File: src/rtl/mem_xbar_n.sv
// mem_xbar_n: routes one CPU data-port word request to one of NUM_REGIONS
// memory targets, with a valid/ready request handshake, multi-cycle target
// responses, an error response for unmapped addresses and a per-transaction
// timeout. One transaction is outstanding at a time.
//
// Ports:
//   clk, rst_n         clock, asynchronous active-low reset
//   i_req_valid        CPU request valid; accepted when o_req_ready is high
//   i_addr/i_data      word address / write data
//   i_wren/i_mask      write enable / byte-enable mask
//   o_rsp_valid        one-cycle response pulse
//   o_rsp_data/err     response data / unmapped-or-timeout error (held)
//   o_tgt_*            request to the selected target (one-hot valid,
//                      region-relative address, latched data/wren/mask)
//   i_tgt_ready        per-target request accept
//   i_tgt_rsp_valid    per-target read data valid
//   i_tgt_rsp_data     per-target read data, packed 32 bits per target
module mem_xbar_n #(
  parameter int unsigned                   NUM_REGIONS  = 2,
  parameter logic [NUM_REGIONS*30-1:0]     REGION_BASE  = {30'h00400, 30'h00000},
  parameter logic [NUM_REGIONS*30-1:0]     REGION_LIMIT = {30'h00500, 30'h00400},
  parameter int unsigned                   TIMEOUT      = 16
) (
  input  logic                      clk,
  input  logic                      rst_n,
  input  logic                      i_req_valid,
  output logic                      o_req_ready,
  input  logic [29:0]               i_addr,
  input  logic [31:0]               i_data,
  input  logic                      i_wren,
  input  logic [3:0]                i_mask,
  output logic                      o_rsp_valid,
  output logic [31:0]               o_rsp_data,
  output logic                      o_rsp_err,
  output logic [NUM_REGIONS-1:0]    o_tgt_valid,
  output logic [29:0]               o_tgt_addr,
  output logic [31:0]               o_tgt_data,
  output logic                      o_tgt_wren,
  output logic [3:0]                o_tgt_mask,
  input  logic [NUM_REGIONS-1:0]    i_tgt_ready,
  input  logic [NUM_REGIONS-1:0]    i_tgt_rsp_valid,
  input  logic [NUM_REGIONS*32-1:0] i_tgt_rsp_data
);

  localparam int unsigned IDX_W = (NUM_REGIONS > 1) ? $clog2(NUM_REGIONS) : 1;
  localparam int unsigned CNT_W = $clog2(TIMEOUT + 2);
  // Last counter value at which the target may still complete.
  localparam logic [CNT_W-1:0] TO_LAST = (TIMEOUT > 0) ? CNT_W'(TIMEOUT - 1) : '0;

  typedef enum logic [1:0] {
    S_IDLE,
    S_REQ,
    S_WAIT,
    S_RESP
  } state_e;

  state_e                   state_q, state_d;
  logic [IDX_W-1:0]         idx_q, idx_d;
  logic [NUM_REGIONS-1:0]   tgt_valid_q, tgt_valid_d;
  logic [29:0]              tgt_addr_q, tgt_addr_d;
  logic [31:0]              tgt_data_q, tgt_data_d;
  logic                     tgt_wren_q, tgt_wren_d;
  logic [3:0]               tgt_mask_q, tgt_mask_d;
  logic                     rsp_valid_q, rsp_valid_d;
  logic [31:0]              rsp_data_q, rsp_data_d;
  logic                     rsp_err_q, rsp_err_d;
  logic [CNT_W-1:0]         cnt_q, cnt_d;

  logic                     hit;
  logic [IDX_W-1:0]         hit_idx;
  logic [29:0]              hit_off;
  logic [NUM_REGIONS-1:0]   hit_oh;
  logic                     sel_ready;
  logic                     sel_rsp_valid;
  logic [31:0]              sel_rsp_data;
  logic                     timeout_hit;
  logic [CNT_W-1:0]         cnt_inc;

  // Address decode: first matching region in ascending index order wins.
  always_comb begin
    hit     = 1'b0;
    hit_idx = '0;
    hit_off = i_addr;
    for (int unsigned k = 0; k < NUM_REGIONS; k++) begin
      if (!hit && (i_addr >= REGION_BASE[30*k +: 30]) &&
          (i_addr < REGION_LIMIT[30*k +: 30])) begin
        hit     = 1'b1;
        hit_idx = IDX_W'(k);
        hit_off = i_addr - REGION_BASE[30*k +: 30];
      end
    end
  end

  always_comb begin
    hit_oh = '0;
    for (int unsigned k = 0; k < NUM_REGIONS; k++) begin
      hit_oh[k] = hit && (hit_idx == IDX_W'(k));
    end
  end

  // Only the latched target's handshake/response signals are observed.
  always_comb begin
    sel_ready     = 1'b0;
    sel_rsp_valid = 1'b0;
    sel_rsp_data  = '0;
    for (int unsigned k = 0; k < NUM_REGIONS; k++) begin
      if (idx_q == IDX_W'(k)) begin
        sel_ready     = i_tgt_ready[k];
        sel_rsp_valid = i_tgt_rsp_valid[k];
        sel_rsp_data  = i_tgt_rsp_data[32*k +: 32];
      end
    end
  end

  assign timeout_hit = (TIMEOUT != 0) && (cnt_q >= TO_LAST);
  assign cnt_inc     = (TIMEOUT != 0) ? cnt_q + 1'b1 : cnt_q;

  always_comb begin
    state_d     = state_q;
    idx_d       = idx_q;
    tgt_valid_d = tgt_valid_q;
    tgt_addr_d  = tgt_addr_q;
    tgt_data_d  = tgt_data_q;
    tgt_wren_d  = tgt_wren_q;
    tgt_mask_d  = tgt_mask_q;
    rsp_valid_d = 1'b0;
    rsp_data_d  = rsp_data_q;
    rsp_err_d   = rsp_err_q;
    cnt_d       = cnt_q;

    unique case (state_q)
      S_IDLE: begin
        if (i_req_valid) begin
          idx_d      = hit_idx;
          tgt_addr_d = hit_off;
          tgt_data_d = i_data;
          tgt_wren_d = i_wren;
          tgt_mask_d = i_mask;
          if (hit) begin
            state_d     = S_REQ;
            tgt_valid_d = hit_oh;
            cnt_d       = '0;
          end else begin
            state_d     = S_RESP;
            rsp_valid_d = 1'b1;
            rsp_err_d   = 1'b1;
            rsp_data_d  = '0;
          end
        end
      end

      S_REQ: begin
        cnt_d = cnt_inc;
        if (sel_ready) begin
          tgt_valid_d = '0;
          if (tgt_wren_q) begin
            state_d     = S_RESP;
            rsp_valid_d = 1'b1;
            rsp_err_d   = 1'b0;
            rsp_data_d  = '0;
          end else if (sel_rsp_valid) begin
            // Zero-latency target: response rides along with the handshake.
            state_d     = S_RESP;
            rsp_valid_d = 1'b1;
            rsp_err_d   = 1'b0;
            rsp_data_d  = sel_rsp_data;
          end else begin
            state_d = S_WAIT;
          end
        end else if (timeout_hit) begin
          state_d     = S_RESP;
          tgt_valid_d = '0;
          rsp_valid_d = 1'b1;
          rsp_err_d   = 1'b1;
          rsp_data_d  = '0;
        end
      end

      S_WAIT: begin
        cnt_d = cnt_inc;
        if (sel_rsp_valid) begin
          state_d     = S_RESP;
          rsp_valid_d = 1'b1;
          rsp_err_d   = 1'b0;
          rsp_data_d  = sel_rsp_data;
        end else if (timeout_hit) begin
          state_d     = S_RESP;
          rsp_valid_d = 1'b1;
          rsp_err_d   = 1'b1;
          rsp_data_d  = '0;
        end
      end

      S_RESP: begin
        state_d = S_IDLE;
      end

      default: begin
        state_d = S_IDLE;
      end
    endcase
  end

  always_ff @(posedge clk or negedge rst_n) begin
    if (!rst_n) begin
      state_q     <= S_IDLE;
      idx_q       <= '0;
      tgt_valid_q <= '0;
      tgt_addr_q  <= '0;
      tgt_data_q  <= '0;
      tgt_wren_q  <= 1'b0;
      tgt_mask_q  <= '0;
      rsp_valid_q <= 1'b0;
      rsp_data_q  <= '0;
      rsp_err_q   <= 1'b0;
      cnt_q       <= '0;
    end else begin
      state_q     <= state_d;
      idx_q       <= idx_d;
      tgt_valid_q <= tgt_valid_d;
      tgt_addr_q  <= tgt_addr_d;
      tgt_data_q  <= tgt_data_d;
      tgt_wren_q  <= tgt_wren_d;
      tgt_mask_q  <= tgt_mask_d;
      rsp_valid_q <= rsp_valid_d;
      rsp_data_q  <= rsp_data_d;
      rsp_err_q   <= rsp_err_d;
      cnt_q       <= cnt_d;
    end
  end

  // Ready is held low while reset is asserted.
  assign o_req_ready = rst_n && (state_q == S_IDLE);
  assign o_rsp_valid = rsp_valid_q;
  assign o_rsp_data  = rsp_data_q;
  assign o_rsp_err   = rsp_err_q;
  assign o_tgt_valid = tgt_valid_q;
  assign o_tgt_addr  = tgt_addr_q;
  assign o_tgt_data  = tgt_data_q;
  assign o_tgt_wren  = tgt_wren_q;
  assign o_tgt_mask  = tgt_mask_q;

endmodule

File: config.mk
export PLATFORM = sky130hd
export DESIGN_NAME = mem_xbar_n
export DESIGN_NICKNAME = d
export VERILOG_FILES = /design/src/rtl/mem_xbar_n.sv
export SDC_FILE = /design/constraint.sdc
export NUM_CORES = 1
export LEC_CHECK = 0
export CAP_MARGIN = 20
export CORE_UTILIZATION = 39
export CTS_BUF_LIST = sky130_fd_sc_hd__clkbuf_4
export CTS_CLUSTER_DIAMETER = 100
export DETAILED_ROUTE_END_ITERATION = 6
export PLACE_DENSITY = 0.79
export SYNTH_ARGS = -nofsm -noshare
export SYNTH_HDL_FRONTEND = slang
export SYNTH_SLANG_ARGS = --single-unit
File: constraint.sdc
create_clock -name clk -period 2.2 [get_ports clk]
set_input_delay 0.33 -clock clk [delete_from_list [all_inputs] [get_ports clk]]
set_output_delay 0.33 -clock clk [all_outputs]
set_load 0.01 [all_outputs]
After elaboration in Yosys (flattened, before gate mapping)
Cells that the tools add are included.
W data, S select, Z words.
{ "op_classes": {"div": 0, "n_mux": 47, "order_cmp": 5, "shift": 0, "mul": 0, "n_reduce_logical": 16, "bitwise": 1, "eq_ne": 8, "n_addsub": 2} }
{ "ops": {"columns": ["op", "count"], "rows": [
  ["$mux W32", 8],
  ["$pmux W32 S3", 1],
  ["$lt A30 B11 Y1 const B", 2],
  ["$ge A30 B1 Y1 const B", 1],
  ["$ge A30 B11 Y1 const B", 1],
  ["$mux W30", 1],
  ["$sub A30 B11 Y30 const B", 1],
  ["$mux W1", 21],
  ["$mux W2", 9],
  ["$mux W5", 2],
  ["$pmux W5 S2", 1],
  ["$pmux W2 S4", 1],
  ["$reduce_and A4 Y1", 2],
  ["$logic_and A1 B1 Y1", 6],
  ["$ne A2 B2 Y1 const B", 3],
  ["$pmux W1 S3", 2],
  ["$add A5 B1 Y5 const B", 1],
  ["$ge A5 B4 Y1 const B", 1],
  ["$eq A2 B2 Y1 const B", 2],
  ["$ne A4 B4 Y1 const B", 1],
  ["$pmux W2 S2", 1],
  ["$reduce_bool A2 Y1", 2],
  ["$ne A3 B3 Y1 const B", 1],
  ["$reduce_and A3 Y1", 1],
  ["7 further kinds", 7]
]} }
{ "word_totals": {"inputBits": 138, "output_inout_bits": 104, "ff_bits": 111, "ram_bits": 0, "word_cells": 90, "memories": 0, "latchBits": 0, "romBits": 0} }

Depth between registers and ports, before layout
{ "depth": {"ltp_word": 12, "depth_mapped": 8, "depth_no_buf": 7} }

Worst setup path before layout
OpenSTA, ideal clock, no wires.
{ "synth_path": {"kind": "reg2reg", "start": "register cnt_q[0]", "end": "register rsp_data_q[10], in the netlist o_rsp_data[10]", "path_slack_ns": 0.040, "setup_time_ns": 0.075, "stages_incl_launch_ff": 9, "n_path_buf": 1, "synth_period_minus_slack_ns": 2.160, "t_arrival_ns": 2.085, "t_required_ns": 2.125, "cell_sequence": "dfrtp_1 > ha_1 > and3_1 > ha_1 > nor3_1 > nand2_1 > o211ai_4 > buf_12 > o2bb2ai_2"} }
{ "synth_via": {"elab_chain_cells": 4, "elab_cells_between_ends": 5, "classes_between": "order compare (1); mux (4)"} }
{ "synth_rtl": {"columns": ["item", "line_no", "source"], "rows": [
  ["start, declared", "67", "logic [CNT_W-1:0] cnt_q, cnt_d;"],
  ["start signal, assigned", "228", "cnt_q <= cnt_d;"],
  ["$ge A5 B4 Y1 (*)", "115", "assign timeout_hit = (TIMEOUT != 0) && (cnt_q >= TO_LAST);"],
  ["$mux W32 (*)", null, null],
  ["$mux W32 (on tied branches)", null, null],
  ["$pmux W32 S3 (*)", null, null],
  ["end signal, assigned", "226", "rsp_data_q <= rsp_data_d;"],
  ["end, declared", "65", "logic [31:0] rsp_data_q, rsp_data_d;"]
]} }
Mark *: on every way between the ends. The rest lies on a longest branch, timed or not.
A chain may end at the register's enable or synchronous reset.

Worst setup path in the final report
{ "layout_path": {"start": "register state_q[1]", "end": "register rsp_data_q[16], in the netlist o_rsp_data[16]"} }
{ "layout_via": {"elab_chain_cells": 3, "elab_cells_between_ends": 9, "classes_between": "eq/ne (5); mux (1); reduce/logical (3)"} }
{ "layout_rtl": {"columns": ["item", "line_no", "source"], "rows": [
  ["start, declared", "57", "state_e state_q, state_d;"],
  ["start signal, assigned", "218", "state_q <= state_d;"],
  ["$eq A2 B1 Y1 (tied with other cells)", "131", "unique case (state_q)"],
  ["$ne A4 B4 Y1 (no source line) (tied with other cells)", null, null],
  ["$reduce_and A4 Y1 (no source line)", null, null]
]} }
Parallel ways exist; a longest one is shown, timed or not.

==> impl_metrics.json <==
{
  "outcome": "completed",
  "postSynth.topFlopCell": "sky130_fd_sc_hd__dfrtp_1",
  "timing.final.max_slew_violations": 0,
  "fmaxAchievable_mhz": 473,
  "cts_made_buffers": 9,
  "ctsLongestPathBuffers": 2,
  "cp_max_fo": 7,
  "design.core.area_um2": 12900,
  "synth_cell_type_count": 48,
  "cp-end-kind": "flop",
  "floorplan.die.width_um": 118,
  "final_gp_congestion": 0.845,
  "yosys_warnings": 0,
  "crit_path_slowest_cell": "sky130_fd_sc_hd__or4_4",
  "ant_nets": 0,
  "viasPerCell": 5.00,
  "cts-htree-levels": 3,
  "grt_pass1_vias": 4440,
  "timing.setup.tns_ns": 0,
  "synth-async-reset-ratio_pct": 100,
  "total_i_o_pin_count": 242,
  "synth-edff-count": 0,
  "grt_pass1_wl_mm": 22.5,
  "worst_path_largest_cell_delay_ns": 0.63,
  "finalHoldViolations": 0,
  "fin_worst_skew_ns": 0.0215,
  "track_usage_pct": 20.5,
  "root_buffer": "sky130_fd_sc_hd__clkbuf_4",
  "pleak_nw": 3.37,
  "cts_tree": "built",
  "synth.area.top_cells": "sky130_fd_sc_hd__dfrtp_1 (53%), sky130_fd_sc_hd__mux2_2 (12%), sky130_fd_sc_hd__o2bb2ai_2 (8.6%)",
  "cap_viol_max_count": 0,
  "worst_slew_pin_slew_ns": 0.599,
  "ff2ff_path_depth": 8,
  "routedWlPerCell_um": 17.1,
  "dr_total_vias": 4138,
  "num-fill-cells": 985,
  "die_y_um": 118,
  "synth_area_per_cell_um2": 13.7,
  "post_synth_instance_area_um2": 5240,
  "path_depth": 8,
  "cp_cell_sequence": "inv_1, ha_2, inv_1, or4_4, o211ai_4, buf_12, clkbuf_16, o2bb2ai_2",
  "cp.arrival_ns": 2.51,
  "utilization_pct": 64.7,
  "area_share_of_the_largest_cell_type_after_synthesis_pct": 53.0,
  "synth_seq_cells": 111,
  "worst-setup-path-type": "reg2reg",
  "drive_gt1_share_pct": 23.8,
  "timing.final.crit_share_pct": 96.1,
  "clock_sink_count": 111,
  "grt-ovfl-total": 0,
  "crit_top_cell": "sky130_fd_sc_hd__inv_1",
  "drt-initial-drc-count": 223,
  "final_nets": 797,
  "setup_violations": 0,
  "clk_pin_slew_ns": 0.17,
  "min_path_type": "in2reg",
  "whs_path_depth": 2,
  "synth_area_leader_cell": "sky130_fd_sc_hd__dfrtp_1",
  "finalWorstPathRequiredPeriod_ns": 2.11,
  "critical_path_startpoint_category": "flop",
  "cp_top_family": "simple AND/OR/NAND/NOR gates",
  "seq_area_frac_synth_pct": 53.0,
  "power.density_cell_area_nw_per_um2": 1250,
  "grt_start_max_net_pins": 112,
  "areaGrowthSynthToFinish_pct": 59.0,
  "portBuffers": 241,
  "netlist_instances": 382,
  "detail_route.first_pass.iterations": 4,
  "slew_headroom_pct": 60.1,
  "detail_route.wirelength_mm": 14.2,
  "worstPathRequired_ns": 2.59,
  "detailedPlacementHpwl_mm": 10.6,
  "clock_insertion_delay_worst_skew_ns": 0.47,
  "ir_drop_mv": 0.660,
  "post_synthesis_net_count": 529,
  "crit_buf_inv": 4,
  "initial_utilization_pct": 40.7,
  "grt_antenna_before_repair": 1,
  "std_cell_rows": 41,
  "drc": 0,
  "die_area_um2": 13900
}
-- cell usage after synthesis, types with 2 or more instances --
master / n
sky130_fd_sc_hd__o211ai_1: 2
sky130_fd_sc_hd__buf_1: 6
sky130_fd_sc_hd__buf_12: 3
sky130_fd_sc_hd__a31oi_1: 4
sky130_fd_sc_hd__inv_1: 14
sky130_fd_sc_hd__mux2_2: 57
sky130_fd_sc_hd__o2bb2ai_1: 4
sky130_fd_sc_hd__o21ai_0: 15
sky130_fd_sc_hd__mux2i_1: 34
sky130_fd_sc_hd__nor2_1: 12
sky130_fd_sc_hd__nand3_1: 7
sky130_fd_sc_hd__buf_6: 3
sky130_fd_sc_hd__dfrtp_1: 111
sky130_fd_sc_hd__nor4_2: 4
sky130_fd_sc_hd__nand2_1: 15
sky130_fd_sc_hd__nor3_1: 4
sky130_fd_sc_hd__ha_1: 9
sky130_fd_sc_hd__a21oi_1: 11
sky130_fd_sc_hd__o22ai_1: 2
sky130_fd_sc_hd__clkbuf_1: 8
sky130_fd_sc_hd__o2bb2ai_2: 30
-- metrics by stage --
step | cells | hold slack, ns | total power (W) | setup WS (ns) | area [µm²]
after floorplan | 382 | 0.0344 | 0.00621 | 0.0402 | 5240
final | 828 | 0.454 | 0.0104 | 0.0859 | 8330
after global routing | 828 | 0.412 | 0.0110 | -0.0131 | 8330
after CTS | 822 | 0.410 | 0.0102 | 0.0595 | 8220
after global placement | 802 | 0.460 | 0.00860 | -0.310 | 7990
after detailed placement | 802 | 0.474 | 0.00882 | -0.298 | 7990
-- layer usage --
| metal | vias to the layer above | GRT usage, % | routed length [µm] |
|---|---|---|---|
| met5 | - | 0 | 0 |
| met4 | 0 | 6.97 | 195 |
| met3 | 14 | 5.96 | 1050 |
| met2 | 162 | 36.3 | 7350 |
| met1 | 2019 | 23.4 | 5590 |
| li1 | 1943 | - | - |
-- sequential cells by signal, indices dropped and copies added (netlist names) --
name	flops
o_tgt_addr	30
cnt_q	5
o_rsp_err	1
idx_q	1
o_tgt_mask	4
o_rsp_valid	1
o_rsp_data	32
state_q	2
o_tgt_wren	1
o_tgt_valid	2
o_tgt_data	32
-- what timing repair did --
item / CTS / global route
pin swaps: 0 / 3
resized for setup: 3 / 5
endpoints found under the setup margin: 23 / 26
endpoints found under the hold margin: 111 / 0
setup buffers: 3 / 2
hold buffers: 1 / 0
cloned: 0 / 3
-- worst register-to-register path, stage by stage, from the launching register on --
cell and delay [ns]:
sky130_fd_sc_hd__dfrtp_1 0.42, sky130_fd_sc_hd__inv_1 0.11, sky130_fd_sc_hd__ha_2 0.20, sky130_fd_sc_hd__inv_1 0.13, sky130_fd_sc_hd__or4_4 0.63, sky130_fd_sc_hd__o211ai_4 0.14, sky130_fd_sc_hd__buf_12 0.16, sky130_fd_sc_hd__clkbuf_16 0.15
sky130_fd_sc_hd__o2bb2ai_2 0.10
-- power by group --
group / internal (W) / switching [W]
clock network: 0.000578 / 0.000672
logic: 0.00328 / 0.00235
registers: 0.00297 / 0.000587
-- final timing paths --
path	endpoint	start	slack, ns
setup / recovery	o_rsp_data[16]$_DFFE_PN0P_	state_q[1]$_DFFE_PN0N_	0.09
hold / removal	o_tgt_data[23]$_DFFE_PN0P_	i_data[23]	0.45
setup reg to reg	o_rsp_data[16]$_DFFE_PN0P_	state_q[1]$_DFFE_PN0N_	0.09
hold reg to reg	o_rsp_data[0]$_DFFE_PN0P_	o_rsp_data[0]$_DFFE_PN0P_	0.51
max in group asynchronous	o_rsp_data[16]$_DFFE_PN0P_	rst_n	1.24
min in group asynchronous	o_tgt_addr[2]$_DFFE_PN0P_	rst_n	0.49
-- cell type report --
| type | instances | area [µm²] | share of cell area, % |
|---|---|---|---|
| Antenna cell | 1 | 2.50 | 0.0300 |
| Clock buffer | 9 | 67.6 | 0.811 |
| Clock inverter | 7 | 119 | 1.43 |
| Inverter | 14 | 52.6 | 0.631 |
| Multi-Input combinational cell | 236 | 2270 | 27.3 |
| Sequential cell | 111 | 2780 | 33.4 |
| Tap cell | 172 | 215 | 2.58 |
| Timing Repair Buffer | 278 | 2820 | 33.8 |
-- placed cells by master (no fill, tap or decap), types with 2 or more instances in the layout --
cell and n:
sky130_fd_sc_hd__o2bb2ai_1 4, sky130_fd_sc_hd__ha_1 8, sky130_fd_sc_hd__o211ai_1 2, sky130_fd_sc_hd__bufinv_16 3
sky130_fd_sc_hd__buf_4 25, sky130_fd_sc_hd__mux2i_1 34, sky130_fd_sc_hd__nor2_1 12, sky130_fd_sc_hd__clkbuf_16 2
sky130_fd_sc_hd__o21ai_0 15, sky130_fd_sc_hd__o22ai_1 2, sky130_fd_sc_hd__a21oi_1 11, sky130_fd_sc_hd__mux2_2 57
sky130_fd_sc_hd__dfrtp_1 110, sky130_fd_sc_hd__nand3_1 7, sky130_fd_sc_hd__buf_6 3, sky130_fd_sc_hd__a31oi_1 4
sky130_fd_sc_hd__clkbuf_4 9, sky130_fd_sc_hd__nor4_2 4, sky130_fd_sc_hd__buf_12 6, sky130_fd_sc_hd__nor3_1 3
sky130_fd_sc_hd__o2bb2ai_2 30, sky130_fd_sc_hd__inv_1 14, sky130_fd_sc_hd__clkdlybuf4s50_1 239, sky130_fd_sc_hd__nand2_1 14
-- logic make-up (layout without fill, tap and decap cells) --
kind of cell | count (synthesis) | after routing | share of synthesized area (%)
muxes | 92 | 92 | 19.2
other | 0 | 1 | 0
and+or+nand+nor | 57 | 57 | 6.74
AOI/OAI and AO/OA | 77 | 77 | 14.8
DFF | 111 | 111 | 53.0
adders and majority gates | 9 | 9 | 2.15
buffers and inverters | 35 | 308 | 3.94
xor gates and xnor gates | 1 | 1 | 0.167
Note: power is estimated with default switching activity, not from simulation.
